===== src/rtl/fb_scanout_arbiter.sv =====
// Framebuffer RAM arbiter: streams requested 160-word rows into the scanout line
// buffer and services single-word host writes in the gaps between fetches.
module fb_scanout_arbiter #(
    parameter int FB_W     = 160,
    parameter int FB_H     = 120,
    parameter int FB_WORDS = FB_W * FB_H
) (
    input  logic        clk25,
    input  logic        reset,
    input  logic        line_req_i,
    input  logic [6:0]  line_row_i,
    input  logic        host_req_i,
    input  logic [14:0] host_addr_i,
    input  logic [15:0] host_data_i,
    output logic        host_ack_o,
    output logic        ram_en_o,
    output logic        ram_we_o,
    output logic [14:0] ram_addr_o,
    output logic [15:0] ram_wdata_o,
    input  logic [15:0] ram_rdata_i,
    output logic        lb_we_o,
    output logic [7:0]  lb_addr_o,
    output logic [15:0] lb_data_o,
    output logic        fetch_busy_o,
    output logic        fetch_done_o,
    output logic        fetch_overrun_o
);

    localparam logic [6:0]  FB_H_L     = 7'(FB_H);
    localparam logic [14:0] FB_WORDS_L = 15'(FB_WORDS);
    localparam logic [7:0]  LAST_IDX   = 8'(FB_W - 1);

    typedef enum logic [1:0] {
        S_IDLE  = 2'd0,
        S_FETCH = 2'd1,
        S_DRAIN = 2'd2,
        S_HOST  = 2'd3
    } state_t;

    function automatic logic [14:0] row_base(input logic [6:0] row);
        row_base = 15'(row) * 15'(FB_W);
    endfunction

    state_t      state_q, state_d;
    logic [7:0]  idx_q, idx_d;
    logic [14:0] base_q, base_d;
    logic        pend_q, pend_d;
    logic [6:0]  pend_row_q, pend_row_d;
    logic        overrun_q, overrun_d;
    logic        busy_q, busy_d;
    logic        done_q, done_d;
    logic        ack_q, ack_d;
    logic        ram_en_q, ram_en_d;
    logic        ram_we_q, ram_we_d;
    logic [14:0] ram_addr_q, ram_addr_d;
    logic [15:0] ram_wdata_q, ram_wdata_d;
    logic        lb_we_q, lb_we_d;
    logic [7:0]  lb_addr_q, lb_addr_d;

    logic        line_ok_s;
    logic [6:0]  start_row_s;
    logic [7:0]  idx_nxt_s;
    logic        host_in_range_s;

    assign line_ok_s       = line_req_i & (line_row_i < FB_H_L);
    assign start_row_s     = line_ok_s ? line_row_i : pend_row_q;
    assign idx_nxt_s       = idx_q + 8'd1;
    assign host_in_range_s = host_addr_i < FB_WORDS_L;

    // Next-state, request bookkeeping and next value of every registered output.
    always_comb begin
        state_d     = state_q;
        idx_d       = idx_q;
        base_d      = base_q;
        pend_d      = pend_q;
        pend_row_d  = pend_row_q;
        overrun_d   = overrun_q;
        busy_d      = busy_q;
        done_d      = 1'b0;
        ack_d       = 1'b0;
        ram_en_d    = 1'b0;
        ram_we_d    = 1'b0;
        ram_addr_d  = ram_addr_q;
        ram_wdata_d = ram_wdata_q;
        // Each read strobe turns into a line-buffer write one cycle later.
        lb_we_d     = ram_en_q & ~ram_we_q;
        lb_addr_d   = idx_q;

        if (line_ok_s && (busy_q || pend_q)) begin
            overrun_d = 1'b1;
        end else begin
            overrun_d = overrun_q;
        end

        if (line_ok_s) begin
            pend_d     = 1'b1;
            pend_row_d = line_row_i;
        end else begin
            pend_d     = pend_q;
            pend_row_d = pend_row_q;
        end

        case (state_q)
            S_IDLE: begin
                if (line_ok_s || pend_q) begin
                    state_d    = S_FETCH;
                    pend_d     = 1'b0;
                    busy_d     = 1'b1;
                    idx_d      = 8'd0;
                    base_d     = row_base(start_row_s);
                    ram_en_d   = 1'b1;
                    ram_addr_d = row_base(start_row_s);
                end else if (host_req_i) begin
                    // Out-of-range writes are acknowledged but never reach the RAM.
                    state_d     = S_HOST;
                    ack_d       = 1'b1;
                    ram_en_d    = host_in_range_s;
                    ram_we_d    = host_in_range_s;
                    ram_addr_d  = host_addr_i;
                    ram_wdata_d = host_data_i;
                end else begin
                    state_d = S_IDLE;
                end
            end
            S_FETCH: begin
                if (idx_q == LAST_IDX) begin
                    state_d = S_DRAIN;
                    done_d  = 1'b1;
                end else begin
                    idx_d      = idx_nxt_s;
                    ram_en_d   = 1'b1;
                    ram_addr_d = base_q + {7'd0, idx_nxt_s};
                end
            end
            S_DRAIN: begin
                state_d = S_IDLE;
                busy_d  = 1'b0;
            end
            S_HOST: begin
                state_d = S_IDLE;
            end
            default: begin
                state_d = S_IDLE;
                busy_d  = 1'b0;
            end
        endcase
    end

    // State and output registers; reset aborts any access in flight.
    always_ff @(posedge clk25 or posedge reset) begin
        if (reset) begin
            state_q     <= S_IDLE;
            idx_q       <= 8'd0;
            base_q      <= 15'd0;
            pend_q      <= 1'b0;
            pend_row_q  <= 7'd0;
            overrun_q   <= 1'b0;
            busy_q      <= 1'b0;
            done_q      <= 1'b0;
            ack_q       <= 1'b0;
            ram_en_q    <= 1'b0;
            ram_we_q    <= 1'b0;
            ram_addr_q  <= 15'd0;
            ram_wdata_q <= 16'd0;
            lb_we_q     <= 1'b0;
            lb_addr_q   <= 8'd0;
        end else begin
            state_q     <= state_d;
            idx_q       <= idx_d;
            base_q      <= base_d;
            pend_q      <= pend_d;
            pend_row_q  <= pend_row_d;
            overrun_q   <= overrun_d;
            busy_q      <= busy_d;
            done_q      <= done_d;
            ack_q       <= ack_d;
            ram_en_q    <= ram_en_d;
            ram_we_q    <= ram_we_d;
            ram_addr_q  <= ram_addr_d;
            ram_wdata_q <= ram_wdata_d;
            lb_we_q     <= lb_we_d;
            lb_addr_q   <= lb_addr_d;
        end
    end

    assign host_ack_o      = ack_q;
    assign ram_en_o        = ram_en_q;
    assign ram_we_o        = ram_we_q;
    assign ram_addr_o      = ram_addr_q;
    assign ram_wdata_o     = ram_wdata_q;
    assign lb_we_o         = lb_we_q;
    assign lb_addr_o       = lb_addr_q;
    assign fetch_busy_o    = busy_q;
    assign fetch_done_o    = done_q;
    assign fetch_overrun_o = overrun_q;
    // The RAM's read register already times the data; it is gated so it reads 0 when idle.
    assign lb_data_o       = lb_we_q ? ram_rdata_i : 16'd0;

endmodule


===== config.mk =====
export PLATFORM = sky130hd
export DESIGN_NAME = fb_scanout_arbiter
export DESIGN_NICKNAME = d
export VERILOG_FILES = /design/src/rtl/fb_scanout_arbiter.sv
export SDC_FILE = /design/constraint.sdc
export NUM_CORES = 1
export LEC_CHECK = 0
export ABC_CLOCK_PERIOD_IN_PS = 3510
export CORE_MARGIN = 8
export CORE_UTILIZATION = 45
export DETAILED_ROUTE_END_ITERATION = 7
export PLACE_DENSITY = 0.83
export SYNTH_ARGS = -nofsm -noshare
export SYNTH_HDL_FRONTEND = slang
export SYNTH_SLANG_ARGS = --single-unit

===== constraint.sdc =====
create_clock -name clk25 -period 3.51 [get_ports clk25]
set_input_delay 0.702 -clock clk25 [delete_from_list [all_inputs] [get_ports clk25]]
set_output_delay 0.702 -clock clk25 [all_outputs]
set_load 0.005 [all_outputs]

[Word-level counts from Yosys, hierarchy flattened]
Cells that the tools add are included.
Storage, ports and cells
  register bits: 74
  input port bits: 58
  output and inout bits: 62
  logic and storage cells: 73
Cells by class
  $add $sub $neg: 2
  multipliers: 1
  magnitude comparators: 2
  eq/ne operators: 8
  multiplexer cells: 29
  bitwise gates (word level): 4
  reductions and logical operators: 12
Operator list (count)
  $mux W15: 3
  $pmux W15 S2: 1
  $mux W16: 1
  $mux W8: 2
  $pmux W8 S2: 1
  $add A15 B8 Y15: 1
  $lt A15 B15 Y1 const B: 1
  $mux W1: 14
  $mul A7 B3 Y10 const B: 1
  $reduce_and A3 Y1: 3
  $add A8 B1 Y8 const B: 1
  $eq A8 B8 Y1 const B: 1
  $lt A7 B7 Y1 const B: 1
  $mux W7: 1
  $mux W2: 3
  $ne A2 B2 Y1 const B: 3
  $pmux W2 S3: 1
  $eq A2 B2 Y1 const B: 2
  $pmux W1 S2: 2
  $reduce_and A2 Y1: 2
  $reduce_bool A2 Y1: 2
  $ne A3 B3 Y1 const B: 1
  $and A1 B1 Y1: 2
  $eq A2 B1 Y1 const B: 1
  other kinds (5): 7

[Logic depth before layout (Yosys ltp)]
  depth after elaboration: 6
  mapped depth: 14
  gate-level depth less buffers: 14

[Worst setup path before layout]
Ideal clock, no wire load.
  kind: input -> register
  from: input port line_row_i[6]
  to: register ram_addr_q[14] (netlist: ram_addr_o[14])
  setup time: 0.121 ns
  arrival time: 3.430 ns
  data required time: 3.389 ns
  setup slack: -0.041 ns
  stages on the path: 13
  buffers on the path: 0
  cells stage by stage: nand4_1 > nand2_1 > mux2_2 > ha_1 > ha_1 > inv_1 > fa_1 > nor2b_1 > o21a_1 > or3_4 > a21bo_1 > a221o_1 > a22o_1
On the way
  cells in the longest elaborated chain, start to end: 6
  elaborated cells between the ends (all ways): 9
  those cells by class: 1 x mul; 1 x order compare; 1 x eq/ne; 3 x mux; 1 x bitwise; 2 x reduce/logical
RTL lines
  start: declaration: line 11  | input logic [6:0] line_row_i,
  $lt A7 B7 Y1: line 65  | assign line_ok_s = line_req_i & (line_row_i < FB_H_L);
  $and A1 B1 Y1: line 65
  $mux W7
  $mul A7 B3 Y10: line 41  | row_base = 15'(row) * 15'(FB_W);
  $mux W15: line 105  | if (line_ok_s || pend_q) begin
  $pmux W15 S2: line 103  | case (state_q)
  end signal: assignment: line 179  | ram_addr_q <= ram_addr_d;
  end: declaration: line 55  | logic [14:0] ram_addr_q, ram_addr_d;
Parallel ways exist; a longest one is shown, timed or not.
A chain may end at the register's enable or synchronous reset.

[Worst setup path after layout]
  from: input port line_req_i
  to: register ram_addr_q[14] (netlist: ram_addr_o[14])
On the way
  cells in the longest elaborated chain, start to end: 5
  elaborated cells between the ends (all ways): 8
  those cells by class: 1 x mul; 1 x eq/ne; 3 x mux; 1 x bitwise; 2 x reduce/logical
RTL lines
  start: declaration: line 10  | input logic line_req_i,
  $and A1 B1 Y1 *: line 65
  $mux W7
  $mul A7 B3 Y10: line 41
  $mux W15: line 105
  $pmux W15 S2: line 103
Mark *: on every way between the ends. The rest lies on a longest branch, timed or not.

==> results.sh <==
export IMPL_status="finished clean"
export IMPL_areaGrowthSynthToFinish_pct=50.24
export IMPL_netlist_instances=349
export IMPL_worst_path_max_delay_cell="clkdlybuf4s50_1"
export IMPL_fin_crit_ns=3.366
export IMPL_setup_tns_ns=0
export IMPL_core_area_mm2=0.007767
export IMPL_cts_sinks=74
export IMPL_p_int_uw=2146
export IMPL_final_hold_violation_count=0
export IMPL_overflow=0
export IMPL_die_y_um=105.8
export IMPL_reg2regPathDepth=12
export IMPL_reg2reg_from="idx_q[0]"
export IMPL_slew_headroom=0.5808
export IMPL_n_antenna_cell=0
export IMPL_grt_pass1_wl_um=17070
export IMPL_std_cell_rows=32
export IMPL_synth_edf_count=0
export IMPL_grt_setup_unrepaired="false"
export IMPL_drc=0
export IMPL_leakage_uw=0.002401
export IMPL_rr_endpoint="ram_addr_o[14]"
export IMPL_start_kind="input pin"
export IMPL_ys_seq_area_frac=0.5103
export IMPL_io_pins=120
export IMPL_routabilityCongestion=0.8857
export IMPL_cp_cell_sequence="clkdlybuf4s50_1 > nand2_2 > mux2_4 > ha_4 > ha_4 > inv_2 > fa_2 > nor2b_1 > o21a_1 > or3_4 > a21bo_1 > a221o_1 > a22o_1"
export IMPL_ctsHtreeMaxLevel=3
export IMPL_holdPathEnd="lb_addr_o[7]"
export IMPL_worstMarginPinSlew_ns=0.6288
export IMPL_cp_end_kind="register"
export IMPL_place_inst=587
export IMPL_start_util=0.4671
export IMPL_switchingPower_uw=969.9
export IMPL_finalClockSkew_ns=0.01242
export IMPL_cp_buffers_inverters=2
export IMPL_clock_latency_ns=0.35
export IMPL_clockPowerShare=0.237
export IMPL_synth_top_area_frac=0.5103
export IMPL_powerDensity_mw_per_mm2=571.6
export IMPL_grt_pass1_vias=3328
export IMPL_hold_start="idx_q[7]"
export IMPL_maxCapViolCount=0
export IMPL_p_sw_frac=0.3113
export IMPL_ys_flop_type="dfrtp_1"
export IMPL_max_freq_mhz=297.1
export IMPL_first_iter_violations=141
export IMPL_grt_antenna_before_repair=0
export IMPL_fillers=543
export IMPL_drt_wirelength_per_cell_um=17.61
export IMPL_whs_ns=0.4351
export IMPL_cts_buffers=9
export IMPL_hp_class="register to register"
export IMPL_syn_area_per_cell_um2=10.40
export IMPL_instances_no_fill=606
export IMPL_setup_violations=0
export IMPL_cts_buffer_depth=2
export IMPL_grt_max_degree=29
export IMPL_path_clk_slew_ns=0.08
export IMPL_viasPerCell=5.279
export IMPL_hold_path_cell_count=0
export IMPL_cts_tree="yes"
export IMPL_fin_crit_sh=0.9590
export IMPL_p_comb_frac=0.364
export IMPL_async_flop_share=1.000
export IMPL_r2r_slack_ns=0.54
export IMPL_cp_arrival_ns=3.60
export IMPL_vias=3199
export IMPL_final_cell_mix="clkdlybuf4s50_1, dfrtp_1, nand2_1, buf_4, o21ai_0"
export IMPL_crit_top_cell="ha_4"
export IMPL_final_max_slew_viol_count=0
export IMPL_first_pass_iters=4
export IMPL_drive_above_1_share=0.1746
export IMPL_synthTopCellsByArea="dfrtp_1, mux2_2, o21ai_0, nand2_1, ha_1"
export IMPL_netlist_area_mm2=0.003628
export IMPL_layout_nets=570
export IMPL_dp_hpwl_um=8357
export IMPL_grtUsageTotal=0.1919
export IMPL_final_common_cell="clkdlybuf4s50_1"
export IMPL_io_buffers=119
export IMPL_routed_wl_um=10670
export IMPL_max_vdd_ir_drop_mv=0.2898
export IMPL_syn_num_nets=420
export IMPL_yosysUniqueCellTypes=48
export IMPL_seqPwrFrac=0.399
export IMPL_crit_required_ns=3.75
export IMPL_critPathMaxFanout=7
export IMPL_postCtsHoldBufs=0
export IMPL_die_area_mm2=0.01119
export IMPL_critPathTopFamily="compound AO/OA/AOI/OAI gates"
export IMPL_die_x_um=105.8
export IMPL_drtAntennaViolNets=0
export IMPL_postSynthRegisterBits=74
export IMPL_fin_util=0.7018
export IMPL_synth_largest_area_cell="dfrtp_1"
export IMPL_yosys_warnings=0
export IMPL_critPathKind="input pin to register"
export IMPL_clockRootBuffer="clkbuf_8"
export IMPL_cpPeakStageDelay_ns=0.50
==> power groups by stage <==
stage	logic, uW	clock network, uW	registers [uW]
finish	1140	737	1240
global route	1250	779	1270
CTS	1130	750	1240
detailed placement	1110	0	1260
global placement	1060	0	1240
floorplan	541	0	1240
==> repair_timing <==
item | CTS | global route
buffers inserted | 2 | 1
gates resized for setup | 13 | 6
endpoints found under the hold margin | 0 | 0
endpoints found under the setup margin | 3 | 4
pin swaps | 7 | 4
==> synthesized netlist by cell type, drive strengths merged (3+ instances only) <==
cell    instances
a211oi          4
mux2           22
nor2           25
nand2          37
clkbuf          8
o31ai           3
inv            16
nor2b           3
ha             11
dfrtp          74
o21ai          30
buf             5
and2           17
a21o            7
xor2           10
mux2i           7
o211ai          3
a21oi          21
xnor2           6
nor3            3
nand3           8
==> area by class of cell <==
type | count | area [um2] | share of cell area
clock buffers | 12 | 145.1 | 0.02662
repair buffers | 152 | 1454 | 0.2667
clock inverters | 4 | 75.07 | 0.01377
multi-input cells | 246 | 1738 | 0.3188
inverters | 16 | 60.06 | 0.01102
flip-flops and latches | 74 | 1852 | 0.3397
well taps | 102 | 127.6 | 0.02341
==> per-layer routing <==
layer | wire length, um | part of all wire | track usage | up-vias
li1 | - | - | - | 1508
met5 | 0 | 0 | 0 | -
met1 | 4166 | 0.39 | 0.2131 | 1545
met2 | 5433 | 0.51 | 0.3409 | 132
met3 | 922 | 0.086 | 0.05055 | 14
met4 | 147 | 0.014 | 0.07638 | 0
==> state kept, by name, summed over array words and instances, names as in the netlist <==
| register | count |
|---|---|
| ram_en_o | 1 |
| ram_addr_o | 15 |
| ram_we_o | 1 |
| ram_wdata_o | 16 |
| lb_we_o | 1 |
| pend_q | 1 |
| fetch_done_o | 1 |
| host_ack_o | 1 |
| fetch_overrun_o | 1 |
| lb_addr_o | 8 |
| pend_row_q | 7 |
| fetch_busy_o | 1 |
| base_q | 10 |
| idx_q | 8 |
| state_q | 2 |
==> worst register-to-register path, delay by kind of cell, from the launching register on <==
kind | cells | cell delay (ns)
buffers and inverters | 1 | 0.08
AND/OR/NAND/NOR | 4 | 0.57
flip-flops | 1 | 0.46
AO/OA/AOI/OAI | 3 | 0.75
adder cells (fa/ha/maj) | 2 | 0.55
XOR/XNOR | 2 | 0.44
==> cell families after synthesis <==
kind of cell,after synthesis,synth area share
simple gates,103,0.1369
compound gates,84,0.1424
flops,74,0.5103
buf+inv,29,0.03242
mux,29,0.08759
xor+xnor,16,0.03862
fa+ha+maj,14,0.05172
==> how the worst max path moves through the flow <==
stage	startpoint	endpoint	slack, ns	cells after the start
floorplan	line_row_i[6]	ram_addr_o[14]	0.04	13
global placement	line_row_i[6]	ram_addr_o[14]	-0.40	14
detailed placement	line_row_i[6]	ram_addr_o[14]	-0.56	14
CTS	line_row_i[5]	ram_addr_o[13]	0.01	15
global route	line_req_i	ram_addr_o[14]	0.02	15
finish	line_req_i	ram_addr_o[14]	0.14	13
==> through the flow <==
step | worst slack, ns | total power (uW) | cell area (um2)
2_1_floorplan | 0.03765 | 1781 | 3631
3_3_place_gp | -0.3993 | 2304 | 5139
3_5_place_dp | -0.5561 | 2366 | 5139
4_1_cts | 0.01134 | 3124 | 5416
5_1_grt | 0.02142 | 3305 | 5451
6_report | 0.1439 | 3116 | 5451
Note: power is estimated with default switching activity, not from simulation.
